**config.mk**
```make
export PLATFORM = sky130hd
export DESIGN_NAME = cpu_trace_buffer_flat
export DESIGN_NICKNAME = d
export VERILOG_FILES = /design/src/rtl/cpu_trace_buffer_if.sv /design/src/rtl/cpu_trace_buffer.sv /design/src/flat_wrapper.sv
export SDC_FILE = /design/constraint.sdc
export NUM_CORES = 1
export LEC_CHECK = 0
export CAP_MARGIN = 0
export CORE_MARGIN = 8
export CORE_UTILIZATION = 25
export CTS_CLUSTER_DIAMETER = 30
export CTS_CLUSTER_SIZE = 40
export DETAILED_ROUTE_END_ITERATION = 8
export SYNTH_ARGS = -nofsm -noshare
export SYNTH_HDL_FRONTEND = slang
export SYNTH_SLANG_ARGS = --single-unit
export TNS_END_PERCENT = 50
```
**constraint.sdc**
```tcl
create_clock -name clk -period 6.2 [get_ports clk]
set_input_delay 1.24 -clock clk [delete_from_list [all_inputs] [get_ports clk]]
set_output_delay 1.24 -clock clk [all_outputs]
set_load 0.1 [all_outputs]
```
**src/rtl/cpu_trace_buffer_if.sv**
```systemverilog
// CPU debug-observation bus (pc/ir/rd/aluStatus) plus the 16-bit trace word stream.
// master drives the CPU fields and outReady; slave is the trace buffer.
interface cpu_trace_buffer_if;
  logic [15:0] pc;
  logic [15:0] ir;
  logic [15:0] rd;
  logic [3:0]  aluStatus;
  logic [15:0] outData;
  logic        outValid;
  logic        outLast;
  logic        outReady;

  modport master (
    output pc, ir, rd, aluStatus, outReady,
    input  outData, outValid, outLast
  );

  modport slave (
    input  pc, ir, rd, aluStatus, outReady,
    output outData, outValid, outLast
  );
endinterface

```
**src/rtl/cpu_trace_buffer.sv**
```systemverilog
// Captures one {aluStatus, pc, ir, rd} record per new pc into a FIFO and drains it as 4-word records.
// Optional TRACE_TRIGGER_EN adds trigPc/armed: capture is held off until pc first equals trigPc.
module cpu_trace_buffer #(
  parameter int DEPTH = 16,
  parameter int AW    = 4,
  parameter int CNT_W = 8
) (
  input  logic                 clk,
  input  logic                 rst,
  cpu_trace_buffer_if.slave    dbg,
  input  logic                 capEn,
  input  logic                 clr,
  output logic [AW:0]          count,
  output logic                 overflow,
  output logic [CNT_W-1:0]     dropCount
`ifdef TRACE_TRIGGER_EN
  ,
  input  logic [15:0]          trigPc,
  output logic                 armed
`endif
);
  localparam int            REC_W    = 52;
  localparam logic [AW:0]   FULL_CNT = (AW+1)'(DEPTH);

  typedef enum logic {IDLE, SEND} state_t;

  logic [REC_W-1:0] r_mem [DEPTH];
  logic [AW-1:0]    r_wptr, r_rptr, w_nxt_rptr;
  logic [AW:0]      r_count, w_cnt_after;
  logic [15:0]      r_lastPc;
  logic             r_haveLast;
  logic             r_ovf;
  logic [CNT_W-1:0] r_drop;
  state_t           r_state, w_nxt_state;
  logic [1:0]       r_idx, w_nxt_idx;
  logic [15:0]      r_data, w_nxt_data;
  logic             r_last, w_nxt_last;
  logic             w_gate, w_cap, w_full, w_push, w_drop, w_pop;
  logic [REC_W-1:0] w_rec, w_rd_rec;

  function automatic logic [15:0] word_sel(input logic [REC_W-1:0] rec, input logic [1:0] idx);
    case (idx)
      2'd0:    return rec[47:32];
      2'd1:    return rec[31:16];
      2'd2:    return rec[15:0];
      default: return {12'h000, rec[51:48]};
    endcase
  endfunction

  function automatic logic [CNT_W-1:0] sat_inc(input logic [CNT_W-1:0] v);
    return (v == '1) ? v : v + 1'b1;
  endfunction

`ifdef TRACE_TRIGGER_EN
  logic r_armed;
  // The trigger cycle itself passes the gate so the trigger instruction is recorded.
  assign w_gate = r_armed | (dbg.pc == trigPc);
  assign armed  = r_armed;
`else
  assign w_gate = 1'b1;
`endif

  assign w_rec       = {dbg.aluStatus, dbg.pc, dbg.ir, dbg.rd};
  assign w_cap       = capEn & w_gate & (~r_haveLast | (dbg.pc != r_lastPc));
  assign w_full      = (r_count == FULL_CNT);
  assign w_push      = w_cap & ~w_full;
  assign w_drop      = w_cap & w_full;
  assign w_pop       = (r_state == SEND) & dbg.outReady & (r_idx == 2'd3);
  assign w_cnt_after = r_count + (AW+1)'(w_push) - (AW+1)'(w_pop);
  assign w_nxt_rptr  = w_pop ? r_rptr + 1'b1 : r_rptr;
  // A record pushed into an otherwise-draining FIFO is forwarded so the stream has no bubble.
  assign w_rd_rec    = (w_push && (r_wptr == w_nxt_rptr)) ? w_rec : r_mem[w_nxt_rptr];

  always_comb begin
    w_nxt_state = r_state;
    w_nxt_idx   = r_idx;
    w_nxt_data  = r_data;
    w_nxt_last  = r_last;
    case (r_state)
      IDLE: begin
        if (r_count != '0) begin
          w_nxt_state = SEND;
          w_nxt_idx   = 2'd0;
          w_nxt_data  = word_sel(r_mem[r_rptr], 2'd0);
          w_nxt_last  = 1'b0;
        end
      end
      SEND: begin
        if (dbg.outReady) begin
          if (r_idx == 2'd3) begin
            w_nxt_idx  = 2'd0;
            w_nxt_last = 1'b0;
            if (w_cnt_after != '0) w_nxt_data  = word_sel(w_rd_rec, 2'd0);
            else                   w_nxt_state = IDLE;
          end else begin
            w_nxt_idx  = r_idx + 2'd1;
            w_nxt_data = word_sel(r_mem[r_rptr], r_idx + 2'd1);
            w_nxt_last = (r_idx == 2'd2);
          end
        end
      end
      default: w_nxt_state = IDLE;
    endcase
  end

  // ---- control / output register stage ----
  always_ff @(posedge clk) begin
    if (rst) begin
      r_state    <= IDLE;
      r_idx      <= 2'd0;
      r_data     <= '0;
      r_last     <= 1'b0;
      r_wptr     <= '0;
      r_rptr     <= '0;
      r_count    <= '0;
      r_ovf      <= 1'b0;
      r_drop     <= '0;
      r_haveLast <= 1'b0;
`ifdef TRACE_TRIGGER_EN
      r_armed    <= 1'b0;
`endif
    end else begin
      r_state    <= w_nxt_state;
      r_idx      <= w_nxt_idx;
      r_data     <= w_nxt_data;
      r_last     <= w_nxt_last;
      r_rptr     <= w_nxt_rptr;
      r_count    <= w_cnt_after;
      r_haveLast <= 1'b1;
      if (w_push) r_wptr <= r_wptr + 1'b1;
      if (w_drop) begin
        r_ovf  <= 1'b1;
        r_drop <= clr ? CNT_W'(1) : sat_inc(r_drop);
      end else if (clr) begin
        r_ovf  <= 1'b0;
        r_drop <= '0;
      end
`ifdef TRACE_TRIGGER_EN
      if (dbg.pc == trigPc) r_armed <= 1'b1;
`endif
    end
  end

  // ---- data storage stage (no reset) ----
  always_ff @(posedge clk) begin
    r_lastPc <= dbg.pc;
    if (w_push) r_mem[r_wptr] <= w_rec;
  end

  assign dbg.outData  = r_data;
  assign dbg.outValid = (r_state == SEND);
  assign dbg.outLast  = r_last;
  assign count        = r_count;
  assign overflow     = r_ovf;
  assign dropCount    = r_drop;
endmodule

```
**src/flat_wrapper.sv**
```systemverilog
// flat-port wrapper written by rule: the top's interface ports become plain ports
module cpu_trace_buffer_flat 
#(
  parameter int DEPTH = 16,
  parameter int AW    = 4,
  parameter int CNT_W = 8
)
  (clk, rst, capEn, clr, count, overflow, dropCount, dbg_pc, dbg_ir, dbg_rd, dbg_aluStatus, dbg_outReady, dbg_outData, dbg_outValid, dbg_outLast);
  cpu_trace_buffer_if dbg_i ();
  input  logic clk;
  input  logic rst;
  input  logic capEn;
  input  logic clr;
  output logic [AW:0] count;
  output logic overflow;
  output logic [CNT_W-1:0] dropCount;
  input wire logic [$bits(dbg_i.pc)-1:0] dbg_pc;
  input wire logic [$bits(dbg_i.ir)-1:0] dbg_ir;
  input wire logic [$bits(dbg_i.rd)-1:0] dbg_rd;
  input wire logic [$bits(dbg_i.aluStatus)-1:0] dbg_aluStatus;
  input wire logic [$bits(dbg_i.outReady)-1:0] dbg_outReady;
  output wire logic [$bits(dbg_i.outData)-1:0] dbg_outData;
  output wire logic [$bits(dbg_i.outValid)-1:0] dbg_outValid;
  output wire logic [$bits(dbg_i.outLast)-1:0] dbg_outLast;
  assign dbg_i.pc = dbg_pc;
  assign dbg_i.ir = dbg_ir;
  assign dbg_i.rd = dbg_rd;
  assign dbg_i.aluStatus = dbg_aluStatus;
  assign dbg_i.outReady = dbg_outReady;
  assign dbg_outData = dbg_i.outData;
  assign dbg_outValid = dbg_i.outValid;
  assign dbg_outLast = dbg_i.outLast;
  cpu_trace_buffer #(.DEPTH(DEPTH), .AW(AW), .CNT_W(CNT_W)) u_core (.clk(clk), .rst(rst), .dbg(dbg_i), .capEn(capEn), .clr(clr), .count(count), .overflow(overflow), .dropCount(dropCount));
endmodule
```
==> reports/summary.txt <==
Status = finished, final reports clean
Setup WS pre-CTS = 0.676 ns
Grt met3 use = 0.0362
Start point of the worst hold path = u_core.overflow
H-tree levels = 4
# clock sinks = 891
CP startpoint = dbg_pc[13]
Final Util = 0.318
Largest net degree at the start of global routing = 112
Hold_buf cts = 0
1st-iter DRT viols = 2634
Sequential area share after synthesis = 0.682
Final Hold Viols = 0
Gr busiest metal = met2
Hold_ws = 0.506 ns
Final WL = 116000 um
Max_slew headroom = 0.245
Fmax = 206 MHz
CTS Root Cell = clkbuf_16
Met2 usage = 0.214
TritonCTS clock tree = built
DRC Markers = 0
Vias per cell = 5.00
Most frequent cells in the layout = edfxtp_1, mux2i_1, clkbuf_16
First-pass GRT wire length = 168000 um
Critical R2R Launch = u_core.r_lastPc[13]
Number of port buffers = 88
Synth Flop Type = edfxtp_1
Fraction of layout cells with a size suffix above 1 = 0.217
CTS resizes = 0
Fin nets = 2654
Most common cell after layout, fill and taps aside = edfxtp_1
Boundary Pins = 89
Post-Syn Instances = 2378
Yosys cell types = 73
Avg Cell Area, Syn = 16.1 sq um
Cells after DPL = 4426
DIE HEIGHT = 408 um
RSZ-0062 raised after global routing = no
Finished Layout Cells = 4772
Setup WS post-layout = 1.35 ns
Via Count = 23800
Slew Limit Fails = 0
Worst-path clk slew = 0.04 ns
DIE AREA = 166000 sq um
Cell Rows = 143
Total gr overflow = 0
Net Count, Synth = 2453
Final setup vio count = 0
Global Route Usage Sum = 0.134
CTS Buf Count = 181
FF+latch count, synth = 891
Core ar. = 152000 sq um
Setup TNS = 0 ns
Setup CP Type = in -> reg
PwrDens = 383 nW/um^2
Final Critical Period = 4.85 ns
Synth Warn # = 0
Area delta synth->final = 26.3%
Required @ worst endpoint = 6.87 ns
Worst vdd ir = 315 uV
Worst Max-Slew Pin Slew = 1.12 ns
Post-CTS setup buffers = 0
Fin crit share = 0.782
Clock Latency Late Sink = 0.79 ns
Initial antenna violation count = 21
Critical Path Sink Type = register
Post-synth EDFFs = 832
R2R setup slack = 2.15 ns
Post-DR wirelength/cell = 24.3 um
M1 GR Usage = 0.175
Vias in the first global route = 23900
Routability cong. = 0.829
Clock buffer depth = 3
CP max FO = 6
Max Cap Viol = 0
LEAKAGE = 15.3 nW
Post-Route Skew = 0.0788 ns
Fill count = 14600
Number of iterations in the first detailed-routing pass = 6
Cell area after synthesis = 38400 sq um
Initial core utilization = 0.252
FFs w/ async S/R, synth = 0
Min-delay worst type = reg -> reg
Final ANT Viol Nets = 0
Hpwl dp = 67200 um
Startpoint types = input pin
WP data arrival = 5.52 ns
Die X = 408 um
==> layer usage <==
metal  up-vias  part of all wire  routed length (um)
li1      10200                 -                   -
met1     12300              0.41               47800
met2      1128              0.46               53800
met3       271             0.089               10300
met4        16             0.034                3990
met5         -           0.00093                 108
==> synthesized netlist by cell type (24+ instances only) <==
library cell / number / area (sq um)
a211oi_1: 26 / 195
a21oi_1: 67 / 335
a221oi_1: 24 / 210
a22oi_1: 41 / 308
buf_2: 57 / 285
clkbuf_1: 68 / 255
dfxtp_1: 59 / 1180
edfxtp_1: 832 / 25000
inv_1: 27 / 101
mux2_2: 37 / 417
mux2i_1: 242 / 2420
mux4_2: 125 / 2820
nand2_1: 99 / 372
nand3_1: 52 / 260
nor2_1: 83 / 312
nor2b_1: 28 / 175
nor3_1: 31 / 155
o21ai_0: 58 / 290
o22ai_1: 62 / 388
==> kinds of logic after synthesis <==
| logic type | after synthesis | synth area share |
|---|---|---|
| mux | 404 | 0.147 |
| fa+ha+maj | 18 | 0.00607 |
| buf+inv | 193 | 0.0240 |
| compound gates | 444 | 0.0816 |
| flops | 891 | 0.682 |
| xor+xnor | 38 | 0.00867 |
| simple gates | 390 | 0.0504 |
==> final cells by class <==
type | count | area, sq um | share of cell area
diodes | 5 | 12.5 | 0.000258
clock buffers | 203 | 4670 | 0.0964
clock inverters | 138 | 1680 | 0.0347
inverters | 29 | 109 | 0.00225
multi-input cells | 1294 | 11500 | 0.237
flip-flops and latches | 891 | 26200 | 0.540
well taps | 2030 | 2540 | 0.0524
repair buffers | 182 | 1770 | 0.0366
==> per-stage QoR <==
stage	cell area, sq um	power, mW
floorplan	38400	8.05
global placement	42100	8.80
detailed placement	42100	8.81
CTS	48500	18.7
global route	48500	19.1
finish	48500	18.5
==> where the power goes <==
group | switching, mW | internal (mW) | total, mW | leakage, nW
clock network | 3.36 | 6.48 | 9.83 | 3.02
registers | 0.151 | 6.83 | 6.98 | 8.00
logic | 1.26 | 0.472 | 1.73 | 4.23
total | 4.76 | 13.8 | 18.5 | 15.3
==> final timing paths <==
path                           end  cells after the start
max          u_core.dbg.outData[7]                     17
min                u_core.overflow                      2
max reg2reg  u_core.dbg.outData[7]                     16
min reg2reg        u_core.overflow                      2
==> flip-flops by register name, summed over array words and instances, names as in the netlist <==
register,cells
u_core.count,5
u_core.dbg.outLast,1
u_core.r_haveLast,1
u_core.dbg.outValid,1
u_core.dbg.outData,16
u_core.r_wptr,4
u_core.r_mem,832
u_core.r_idx,2
u_core.r_rptr,4
u_core.r_lastPc,16
u_core.dropCount,8
u_core.overflow,1
==> worst max-delay path: stages <==
cell and delay (ns):
clkdlybuf4s50_1 0.61, xor2_1 0.58, nor4_1 0.12, nand2_1 0.16, o41ai_4 0.10, nor2_1 0.10, buf_4 0.16, ha_1 0.17
inv_1 0.07, fa_1 0.42, nand2b_1 0.16, a21oi_1 0.15, xnor2_1 0.22, o31a_1 0.41, o311ai_2 0.19, or4b_1 0.55
o211ai_1 0.10
Power figures use the tool's default switching activity.
